**src/rtl/arb_pkg.sv**
```systemverilog
// arb_pkg: shared definitions for the round-robin arbiter.
//   - arb_state_e : FSM state encoding (ST_IDLE, ST_GRANT)
//   - DEF_NREQ / DEF_MAX_HOLD : default parameter values
//   - arb_clog2 / arb_cnt_w   : width helpers
package arb_pkg;

  typedef enum logic [0:0] {
    ST_IDLE  = 1'b0,
    ST_GRANT = 1'b1
  } arb_state_e;

  localparam int unsigned DEF_NREQ     = 4;
  localparam int unsigned DEF_MAX_HOLD = 8;

  // Ceiling log2; arb_clog2(1) == 0.
  function automatic int unsigned arb_clog2(input int unsigned v);
    int unsigned r;
    r = 0;
    for (int unsigned i = 0; i < 32; i++) begin
      if ((64'd1 << r) < 64'(v)) r = r + 1;
    end
    return r;
  endfunction

  // Hold counter width: a MAX_HOLD of 1 still needs a 1-bit counter.
  function automatic int unsigned arb_cnt_w(input int unsigned max_hold);
    return (arb_clog2(max_hold) == 0) ? 1 : arb_clog2(max_hold);
  endfunction

endpackage

```
**src/rtl/rr_pick.sv**
```systemverilog
// rr_pick: combinational rotate-priority search.
//   Finds the first set bit of req_i, searching upward from start_i and
//   wrapping NREQ-1 -> 0.
//   req_i   : request vector
//   start_i : index to start searching from (must be < NREQ)
//   idx_o   : index of the found requester (0 when none)
//   vld_o   : a requester was found
module rr_pick #(
  parameter int unsigned NREQ = 4,
  parameter int unsigned IW   = 2
) (
  input  logic [NREQ-1:0] req_i,
  input  logic [IW-1:0]   start_i,
  output logic [IW-1:0]   idx_o,
  output logic            vld_o
);

  logic [IW-1:0] cur;

  always_comb begin
    idx_o = '0;
    vld_o = 1'b0;
    cur   = start_i;
    for (int unsigned i = 0; i < NREQ; i++) begin
      if (!vld_o && req_i[cur]) begin
        idx_o = cur;
        vld_o = 1'b1;
      end
      // Explicit wrap: NREQ need not be a power of two.
      cur = (cur == IW'(NREQ - 1)) ? '0 : cur + IW'(1);
    end
  end

endmodule

```
**src/rtl/rr_arbiter_fsm.sv**
```systemverilog
// rr_arbiter_fsm: Moore round-robin arbiter with bounded hold time.
//   Clock  : rising-edge clock
//   Resetn : synchronous active-low reset
//   req    : request vector, bit i = requester i
//   grant  : registered one-hot (or zero) grant
//   gnt_id : index of the granted requester, 0 when idle
//   busy   : registered, equals |grant
// Optional feature macro: ARB_IDLE_GAP_EN -- every release passes through
// one IDLE cycle (grant=0) before the next arbitration from the updated ptr.
module rr_arbiter_fsm
  import arb_pkg::*;
#(
  parameter  int unsigned NREQ     = DEF_NREQ,
  parameter  int unsigned MAX_HOLD = DEF_MAX_HOLD,
  localparam int unsigned IW       = arb_clog2(NREQ),
  localparam int unsigned CW       = arb_cnt_w(MAX_HOLD)
) (
  input  logic            Clock,
  input  logic            Resetn,
  input  logic [NREQ-1:0] req,
  output logic [NREQ-1:0] grant,
  output logic [IW-1:0]   gnt_id,
  output logic            busy
);

  localparam logic [NREQ-1:0] ONE = NREQ'(1);

  arb_state_e      st_q;
  logic [NREQ-1:0] grant_q;
  logic [IW-1:0]   gnt_id_q;   // doubles as k while in ST_GRANT
  logic            busy_q;
  logic [IW-1:0]   ptr_q;
  logic [CW-1:0]   cnt_q;

  logic [IW-1:0]   ptr_d;
  logic [CW-1:0]   cnt_d;
  logic            release_w;
  logic [IW-1:0]   idle_idx;
  logic            idle_vld;

  // Next rotation start after k, wrapped explicitly.
  assign ptr_d     = (gnt_id_q == IW'(NREQ - 1)) ? '0 : gnt_id_q + IW'(1);
  assign cnt_d     = cnt_q + CW'(1);
  assign release_w = !req[gnt_id_q] || (cnt_q == CW'(MAX_HOLD - 1));

  rr_pick #(.NREQ(NREQ), .IW(IW)) u_pick_idle (
    .req_i   (req),
    .start_i (ptr_q),
    .idx_o   (idle_idx),
    .vld_o   (idle_vld)
  );

`ifdef ARB_IDLE_GAP_EN
  // Release always lands in IDLE; the idle picker arbitrates next cycle.
`else
  logic [IW-1:0] rel_idx;
  logic          rel_vld;

  // Searches from k+1, so k itself is considered last (sole-requester regrant).
  rr_pick #(.NREQ(NREQ), .IW(IW)) u_pick_rel (
    .req_i   (req),
    .start_i (ptr_d),
    .idx_o   (rel_idx),
    .vld_o   (rel_vld)
  );
`endif

  always_ff @(posedge Clock) begin
    if (!Resetn) begin
      st_q     <= ST_IDLE;
      grant_q  <= '0;
      gnt_id_q <= '0;
      busy_q   <= 1'b0;
      ptr_q    <= '0;
      cnt_q    <= '0;
    end else begin
      case (st_q)
        ST_IDLE: begin
          if (idle_vld) begin
            st_q     <= ST_GRANT;
            grant_q  <= ONE << idle_idx;
            gnt_id_q <= idle_idx;
            busy_q   <= 1'b1;
            cnt_q    <= '0;
          end
        end
        ST_GRANT: begin
          if (release_w) begin
            ptr_q <= ptr_d;
            cnt_q <= '0;
`ifdef ARB_IDLE_GAP_EN
            st_q     <= ST_IDLE;
            grant_q  <= '0;
            gnt_id_q <= '0;
            busy_q   <= 1'b0;
`else
            if (rel_vld) begin
              grant_q  <= ONE << rel_idx;
              gnt_id_q <= rel_idx;
            end else begin
              st_q     <= ST_IDLE;
              grant_q  <= '0;
              gnt_id_q <= '0;
              busy_q   <= 1'b0;
            end
`endif
          end else begin
            cnt_q <= cnt_d;
          end
        end
      endcase
    end
  end

  assign grant  = grant_q;
  assign gnt_id = gnt_id_q;
  assign busy   = busy_q;

endmodule
```
**config.mk**
```make
export PLATFORM = sky130hd
export DESIGN_NAME = rr_arbiter_fsm
export DESIGN_NICKNAME = d
export VERILOG_FILES = /design/src/rtl/arb_pkg.sv /design/src/rtl/rr_pick.sv /design/src/rtl/rr_arbiter_fsm.sv
export SDC_FILE = /design/constraint.sdc
export NUM_CORES = 1
export LEC_CHECK = 0
export BUFFER_PORTS_ARGS = -buffer_cell sky130_fd_sc_hd__buf_2
export CORE_ASPECT_RATIO = 0.75
export CORE_MARGIN = 10
export CORE_UTILIZATION = 53
export CTS_CLUSTER_DIAMETER = 200
export DETAILED_ROUTE_END_ITERATION = 8
export PLACE_DENSITY = 0.75
export REMOVE_ABC_BUFFERS = 1
export SLEW_MARGIN = 0
export SYNTH_ARGS = -nofsm -noshare
export SYNTH_HDL_FRONTEND = slang
export SYNTH_SLANG_ARGS = --single-unit
```
**constraint.sdc**
```tcl
create_clock -name Clock -period 2.2 [get_ports Clock]
set_clock_uncertainty 0.05 [all_clocks]
set_input_delay 0.44 -clock Clock [delete_from_list [all_inputs] [get_ports Clock]]
set_output_delay 0.44 -clock Clock [all_outputs]
set_load 0.01 [all_outputs]
```
==> results of run 1 <==
==> cell families (layout without fill, tap and decap cells) <==
logic type	after synthesis	count (layout)
mux	11	11
xor+xnor	2	2
simple gates	56	56
compound gates	55	55
fa+ha+maj	4	4
buf+inv	23	60
flops	13	13
==> layout by cell type, fill, tap and decap left out, types with 3 or more instances in the layout <==
cell	n
o21ai_0	7
nand2_1	7
a21oi_1	10
mux2i_1	6
nand3b_1	5
ha_1	3
mux4_2	4
inv_1	6
buf_2	12
nor2b_1	7
nor2_1	8
clkbuf_4	3
o21ai_1	3
a221o_1	3
nor3b_1	3
nor3_1	5
a31oi_1	3
dfxtp_1	11
buf_4	36
nand2b_1	5
==> worst paths after layout <==
check	slack (ns)	startpoint	cells after the start	end
worst max-delay path	-0.15	ptr_q[0]$_SDFFE_PN0P_	8	grant[0]$_SDFFE_PN0P_
worst min-delay path	0.44	Resetn	3	st_q$_SDFF_PN0_
worst min register to register	0.47	grant[0]$_SDFFE_PN0P_	1	grant[0]$_SDFFE_PN0P_
worst max register to register	-0.15	ptr_q[0]$_SDFFE_PN0P_	8	grant[0]$_SDFFE_PN0P_
==> layout make-up <==
cell class,count,area share (%)
clock buffer,4,1.50
inverter,7,1.50
multi-input combinational,128,59.8
sequential,13,15.0
tap,34,2.43
timing repair buffer,49,19.7
==> registers in the layout, summed over array words and instances (netlist names) <==
signal / count
busy: 1
cnt_q: 3
gnt_id: 2
grant: 4
ptr_q: 2
st_q: 1
==> worst max-delay path: cells and delay by family, from the launching register on <==
| family | cells | cell delay, ns |
|---|---|---|
| fa+ha+maj | 1 | 0.26 |
| flops | 1 | 0.35 |
| compound gates | 5 | 1.03 |
| simple gates | 2 | 0.55 |
==> through the flow <==
stage	setup TNS (ns)	setup WS, ns	cells	util (%)	area, um^2
final	-0.561	-0.146	235	74.0	1750
after global routing	-1.47	-0.229	235	74.0	1750
after CTS	-0.305	-0.0850	235	74.0	1750
after detailed placement	-1.17	-0.243	230	69.0	1630
after global placement	-0.672	-0.191	230	69.0	1630
after floorplan	-4.90	-0.630	148	-	1260
==> power by group <==
group          total, W  internal, W  switching (W)
Clock          0.000144    0.0000704      0.0000732
Combinational   0.00157     0.000761       0.000808
Sequential     0.000351     0.000303      0.0000479
Total           0.00206      0.00113       0.000929
==> timing repair <==
| item | in CTS | in global routing |
|---|---|---|
| endpoints found under the setup margin | 7 | 10 |
| pin swaps | 10 | 0 |
| buffers inserted | 1 | 0 |
| gates resized for setup | 16 | 1 |
| hold endpoints to repair | 0 | 0 |
| cloned | 0 | 0 |
==> routing by layer <==
metal | vias up | GRT usage [%] | part of all wire [%]
li1 | 698 | - | -
met1 | 668 | 17.0 | 44
met2 | 35 | 24.7 | 50
met3 | 6 | 3.82 | 5.0
met4 | 0 | 3.35 | 1.1
met5 | - | 0 | 0
==> summary.txt, run 1 <==
most used cell, CP: or3_4
Max Cap Viol: 0
Final #Nets: 212
multiplexer share of the synthesized area: 12.0%
Setup crit start kind: register
# fillers: 186
starting density of the core: 57.0%
Synth Area in Compound Gates: 29.6%
post-synthesis cell count: 164
Synth top cells by count: dfxtp_1, a21oi_1, o21ai_0, clkbuf_1, nor2_1
clk buf depth: 2
Worst-Skew Late Latency: 0.28 ns
top-area cell type share of the netlist area: 19.3%
area of the multi-input gates: 1050 um^2
CTS HTree Levels: 1
Final Power: 0.00206 W
Synth Flop Type: dfxtp_1
vias in the first global route: 1326
DRT iter0 DRCs: 73
Post-Synth XOR/XNOR Area: 1.30%
Seq/Total Area, Yosys: 19.3%
CTS tree: yes
Worst EP required: 2.32 ns
IO Pins: 13
total leakage power: 0.750 nW
Die Wd: 78.3 um
# setup viols final: 7
Final period util: 107%
first-pass GRT wire length: 5.98 mm
failing checks: negative setup slack
Largest stage delay, worst path: 0.38 ns
CP endpoint kind: register
maximum vdd drop: 0.751 mV
RSZ-0062 raised after global routing: true
CP Class: register to register
number of flops mapped to enable cells by yosys: 0
cell accounting for the most synthesized area: dfxtp_1
Worst-Margin Slew: 0.465 ns
Area Overhead vs Synth: 29.8%
Worst-path clk slew: 0.07 ns
Netlist cell types: 56
via density per instance: 5.99
gp weighted congestion: 0.820
initial antenna violation count: 0
worst hold path class: input port to register
Post-Route WL: 3.62 mm
Final min period: 2.35 ns
die height: 63.7 um
yosys synthesis warning count: 0
Pre-Repair DR Iteration Count: 5
worst-path fanout max: 5
ratio of cells with drive above 1 in the final layout: 37.3%
post-route ant nets: 0
CP Data Arrival Time: 2.47 ns
CP Cell Sequence: ha_4 > or3_4 > a221o_1 > a21oi_2 > or3_4 > a21oi_4 > a311o_1 > o211a_1
drc violations: 0
Slew HR: 68.7%
Core Footprint: 2360 um^2
synthesized area per cell: 8.22 um^2
Synth Area in Simple Gates: 25.5%
status: finished with violations
fin. max-slew vios: 0
Power Density: 1180 nW/um^2
Post-CTS Hold Fix Bufs: 0
DP Wirelength: 2.72 mm
DIE AREA: 4980 um^2
most frequent cell after synthesis: dfxtp_1
sequential cell area: 263 um^2
CTS Sinks: 13
FMAX: 0.426 GHz
largest cells by area after synthesis: dfxtp_1, mux4_2, mux2i_1
num rows: 15
Synth Register Bits: 13
largest net degree at the start of global routing: 22
synthesized cell area: 1350 um^2
Final WS setup: -0.146 ns
cts bufs inserted: 3
Routed wire per std cell: 15.4 um
asr flop ratio synth: 0%
Hold Slack: 0.437 ns
adder-cell area share of the yosys netlist: 3.71%
Slowest-stage cell, CP: or3_4
GRT Util Overall: 14.3%
vias post-DR: 1407
I/O Buffers: 12
Root Buffer: clkbuf_4
GRT overflow: 0
main combinational cell family by area after synthesis: compound AO/OA/AOI/OAI gates
final hold vios: 0
antenna cells: 0
No activity file was read; power rests on OpenSTA's default activity.
==> run 2: changes to the inputs <==
- ABC_AREA: unset -> 1
- CELL_PAD_IN_SITES_DETAIL_PLACEMENT: unset -> 1
- CELL_PAD_IN_SITES_GLOBAL_PLACEMENT: unset -> 1
- CORE_UTILIZATION: 53 -> 36
- PLACE_DENSITY: 0.75 -> unset
- PLACE_DENSITY_LB_ADDON: unset -> 0.1
- SLEW_MARGIN: 0 -> 15
==> summary.txt, run 2 <==
largest net degree at the start of global routing: 12
asr flop ratio synth: 0%
worst hold path class: register to register
cts bufs inserted: 3
antenna cells: 0
Seq/Total Area, Yosys: 21.9%
I/O Buffers: 12
CTS HTree Levels: 1
GRT overflow: 0
dpl cells: 248
final hold vios: 0
largest cells by area after synthesis: dfxtp_1, nand2_1, nand3_1
FF-to-FF setup slack: 0.14 ns
number of flops mapped to enable cells by yosys: 0
via density per instance: 5.12
Final Power: 0.00227 W
most frequent cell after synthesis: nand2_1
CTS Sinks: 13
most used cell, CP: nor2_1
cell accounting for the most synthesized area: dfxtp_1
Final #Nets: 225
setup TNS: 0 ns
Post-CTS Hold Fix Bufs: 0
crit-path leading delay family: simple AND/OR/NAND/NOR gates
Synth Register Bits: 13
Die Wd: 86.4 um
Synth top cells by count: nand2_1, inv_1, nand3_1, nor2_1, dfxtp_1
vias post-DR: 1291
# fillers: 431
Netlist cell types: 23
Slew HR: 80.2%
Non-Filler Instances: 252
Post-Route WL: 3.60 mm
Worst-path clk slew: 0.05 ns
vias in the first global route: 1300
Power Density: 1670 nW/um^2
CP endpoint kind: register
first-pass GRT wire length: 6.24 mm
synthesized area per cell: 5.97 um^2
max reg flops: 4
initial antenna violation count: 0
worst-path fanout max: 10
Final Util: 44.6%
Max Cap Viol: 0
die height: 69.8 um
post-route ant nets: 0
top-area cell type share of the netlist area: 21.9%
Pre-Repair DR Iteration Count: 4
GRT Util Overall: 12.3%
Largest stage delay, worst path: 0.35 ns
IO Pins: 13
Core Footprint: 3040 um^2
post-synthesis cell count: 199
total leakage power: 0.748 nW
DRT iter0 DRCs: 68
Root Buffer: clkbuf_8
maximum vdd drop: 0.610 mV
Final WS setup: 0.137 ns
CP Class: register to register
drc violations: 0
dpl ws: 0.0254 ns
synthesized cell area: 1190 um^2
DIE AREA: 6020 um^2
gp weighted congestion: 0.869
Slowest-stage cell, CP: dfxtp_1
yosys synthesis warning count: 0
Worst-Skew Late Latency: 0.24 ns
# setup viols final: 0
Routed wire per std cell: 14.3 um
DP Wirelength: 3.03 mm
Worst-Margin Slew: 0.295 ns
Synth Flop Type: dfxtp_1
fin. max-slew vios: 0
starting density of the core: 39.1%
commonest non-fill, non-tap cells in the layout: nand2_1, inv_1, nand3_1, nor2_1, dfxtp_1
Buffers & Inverters on Critical Path: 2
CP Cell Sequence: buf_4 > nor2_1 > nand2_1 > nand2_1 > nand2_1 > nand2_1 > nor2_2 > nand3_1 > inv_1 > nor2_1 > nor2_1 > nor2_1 > nor2_1
CTS tree: yes
ratio of cells with drive above 1 in the final layout: 21.0%
commonest non-fill, non-tap cell in the layout: nand2_1
CP Data Arrival Time: 2.15 ns
Final period util: 93.8%
FMAX: 0.485 GHz
clk buf depth: 2
Worst EP required: 2.28 ns
Setup crit start kind: register
Area Overhead vs Synth: 14.2%
num rows: 17
status: complete, no violations
Final min period: 2.06 ns
==> run 2: power by group <==
group | internal, W | total, W | switching (W)
Sequential | 0.000309 | 0.000361 | 0.0000520
Combinational | 0.000550 | 0.00170 | 0.00115
Clock | 0.000128 | 0.000207 | 0.0000795
==> run 2: cell families (layout without fill, tap and decap cells) <==
logic type | count (synthesis) | in the layout | share of synthesized area, %
buffers and inverters | 31 | 46 | 12.4
and+or+nand+nor | 127 | 127 | 51.1
adders and majority gates | 4 | 4 | 4.21
DFF | 13 | 13 | 21.9
AOI/OAI and AO/OA | 24 | 24 | 10.4
==> run 2: routing by layer <==
metal | vias to the layer above | routed length [um] | track usage [%]
met3 | 4 | 63 | 2.58
met5 | - | 0 | 0
li1 | 662 | - | -
met2 | 15 | 1660 | 19.4
met4 | 0 | 39 | 2.32
met1 | 610 | 1840 | 16.6
==> run 2: path summary, 6_finish.rpt <==
check,startpoint,to,cells past startpoint
hold / removal,cnt_q[0]$_SDFFE_PN0P_,cnt_q[0]$_SDFFE_PN0P_,1
setup / recovery,gnt_id[0]$_SDFFE_PN0P_,grant[2]$_SDFFE_PN0P_,13
hold reg to reg,cnt_q[0]$_SDFFE_PN0P_,cnt_q[0]$_SDFFE_PN0P_,1
setup reg to reg,gnt_id[0]$_SDFFE_PN0P_,grant[2]$_SDFFE_PN0P_,13
==> run 2: per-stage QoR <==
stage | area (um^2) | hold WS [ns]
after global routing | 1360 | 0.454
after CTS | 1330 | 0.423
after detailed placement | 1280 | 0.416
after global placement | 1280 | 0.401
final | 1360 | 0.420
after floorplan | 1150 | 0.382
==> run 2: cell type report <==
cell class | count | area [um^2] | share of cell area (%)
multi-input combinational | 155 | 811 | 59.7
sequential | 13 | 260 | 19.2
inverter | 27 | 111 | 8.20
timing repair buffer | 15 | 82.6 | 6.08
tap | 38 | 47.5 | 3.50
clock buffer | 4 | 45.0 | 3.32
==> run 2: repair_timing <==
item | CTS | global route
setup endpoints to repair | 0 | 7
hold endpoints to repair | 0 | 0
setup buffers | 0 | 0
resized for setup | 0 | 7
==> run 3: changes to the inputs <==
- CORE_UTILIZATION: 36 -> 37
- SYNTH_HIERARCHICAL: unset -> 1
==> summary.txt, run 3 <==
synthesized area per cell: 6.11 um^2
Post-DP Area: 1610 um^2
# setup viols final: 7
Slew HR: 70.9%
worst hold path class: register to register
Synth Flop Type: dfxtp_1
Post-CTS Hold Fix Bufs: 0
Worst EP required: 2.29 ns
Core Footprint: 3640 um^2
CTS tree: yes
Post-Route WL: 4.13 mm
first-pass GRT wire length: 7.21 mm
vias post-DR: 1540
Root Buffer: clkbuf_8
ratio of cells with drive above 1 in the final layout: 33.6%
Pre-Repair DR Iteration Count: 4
via density per instance: 4.90
P_int: 0.00142 W
asr flop ratio synth: 0%
DRT iter0 DRCs: 39
initial antenna violation count: 0
I/O Buffers: 12
num rows: 19
yosys synthesis warning count: 6
Hold Slack: 0.416 ns
CP endpoint kind: register
Setup crit start kind: register
CTS Sinks: 13
Slowest-stage cell, CP: dfxtp_2
Seq/Total Area, Yosys: 18.7%
synthesized cell area: 1390 um^2
setup TNS: -0.195 ns
most frequent cell after synthesis: nand2_1
Flop pwr share: 12.3%
Final WS setup: -0.0550 ns
cell accounting for the most synthesized area: dfxtp_1
gp weighted congestion: 0.886
DIE AREA: 6640 um^2
status: finished with violations
Max Cap Viol: 0
total leakage power: 0.921 nW
IO Pins: 13
Area Overhead vs Synth: 28.8%
Finished Cell Area: 1790 um^2
vias in the first global route: 1568
Die Wd: 90.8 um
antenna cells: 0
crit-path leading delay family: simple AND/OR/NAND/NOR gates
CTS HTree Levels: 1
CP Data Arrival Time: 2.35 ns
Sw Pwr: 0.00148 W
Gate power share: 80.1%
maximum vdd drop: 0.768 mV
GRT Util Overall: 12.7%
Synth Register Bits: 13
Routed wire per std cell: 13.2 um
largest net degree at the start of global routing: 14
GRT overflow: 0
max reg flops: 4
drc violations: 0
largest cells by area after synthesis: dfxtp_1, nand2_1, nand3_1
clk buf depth: 2
# fillers: 511
commonest non-fill, non-tap cell in the layout: nand2_1
cts bufs inserted: 3
RSZ-0062 raised after global routing: true
Final Power: 0.00290 W
Synth top cells by count: nand2_1, inv_1, nand3_1, nor2_1
Largest stage delay, worst path: 0.34 ns
die height: 73.1 um
clock share of power: 7.5%
DP Wirelength: 3.27 mm
Final #Nets: 274
sw frac: 51.1%
Worst-path clk slew: 0.06 ns
worst-path fanout max: 6
fin. max-slew vios: 0
Final period util: 102%
Power Density: 1620 nW/um^2
post-route ant nets: 0
dpl ws: -0.177 ns
CP Cell Sequence: ha_4 > ha_4 > inv_4 > buf_4 > nand3_2 > nand2_2 > nor2_4 > nand4_1 > nand2_2 > buf_4 > o21ai_2 > inv_1 > nand3_1 > nand2_1 > nor2_1
Netlist cell types: 24
starting density of the core: 38.3%
Worst-Skew Late Latency: 0.25 ns
number of flops mapped to enable cells by yosys: 0
Buffers & Inverters on Critical Path: 4
CP Class: register to register
Worst-Margin Slew: 0.436 ns
FMAX: 0.443 GHz
post-synthesis cell count: 228
commonest non-fill, non-tap cells in the layout: nand2_1, inv_1, nand3_1, buf_4, nor2_1
top-area cell type share of the netlist area: 18.7%
final hold vios: 0
Final min period: 2.25 ns
failing checks: negative setup slack
[run 3: cell count changes after synthesis, sizes merged, moves of 4 or more]
cell,delta
a21oi,+4
nand2,-6
inv,+8
o21ai,-8
nand3b,+6
nand4,+4
nand3,+11
[run 3: cell families after synthesis]
family	Yosys count	share of synthesized area [%]
flops	13	18.7
compound gates	21	8.54
buf+inv	41	13.5
fa+ha+maj	5	4.49
xor+xnor	2	1.26
simple gates	146	53.5
[run 3: metal layers]
layer / share of wire, % / GRT usage (%) / vias up
met1: 53 / 17.1 / 721
met2: 46 / 21.1 / 12
li1: - / - / 804
met3: 1.5 / 2.26 / 3
met5: 0 / 0 / -
met4: 0.27 / 1.73 / 0
[run 3: through the flow]
step	cells	util, %
floorplan	222	-
global placement	306	44.3
detailed placement	306	44.3
CTS	311	48.2
global route	314	49.3
finish	314	49.3
[run 3: final cells by class]
| class | count | area (um^2) | share of cell area (%) |
|---|---|---|---|
| multi-input combinational | 174 | 1040 | 57.9 |
| clock buffer | 4 | 45.0 | 2.51 |
| tap | 52 | 65.1 | 3.63 |
| sequential | 13 | 263 | 14.6 |
| inverter | 35 | 134 | 7.46 |
| timing repair buffer | 36 | 248 | 13.8 |
[run 3: final timing paths]
path	start	end	slack, ns	depth (start not counted)
worst min-delay path	busy$_SDFFE_PN0P_	busy$_SDFFE_PN0P_	0.42	2
worst max register to register	gnt_id[0]$_SDFFE_PN0P_	grant[0]$_SDFFE_PN0P_	-0.05	15
worst min register to register	busy$_SDFFE_PN0P_	busy$_SDFFE_PN0P_	0.42	2
worst max-delay path	gnt_id[0]$_SDFFE_PN0P_	grant[0]$_SDFFE_PN0P_	-0.05	15
[run 3: power groups by stage]
| stage | sequential, W | clock (W) | combinational (W) |
|---|---|---|---|
| after CTS | 0.000356 | 0.000223 | 0.00223 |
| after global routing | 0.000366 | 0.000237 | 0.00260 |
| after detailed placement | 0.000348 | 0 | 0.00198 |
| after floorplan | 0.000388 | 0 | 0.00131 |
| final | 0.000358 | 0.000218 | 0.00233 |
| after global placement | 0.000345 | 0 | 0.00196 |
[run 3: worst min-delay path, cell delays in order, from the launching register on]
cell and delay [ns]:
dfxtp_1 0.31, nand3_1 0.07, nand2_1 0.04
[run 3: timing repair]
item | CTS | global route
setup endpoints to repair | 8 | 8
buffers inserted | 1 | 3
resized for setup | 21 | 6
endpoints found under the hold margin | 0 | 0
pin swaps | 7 | 6
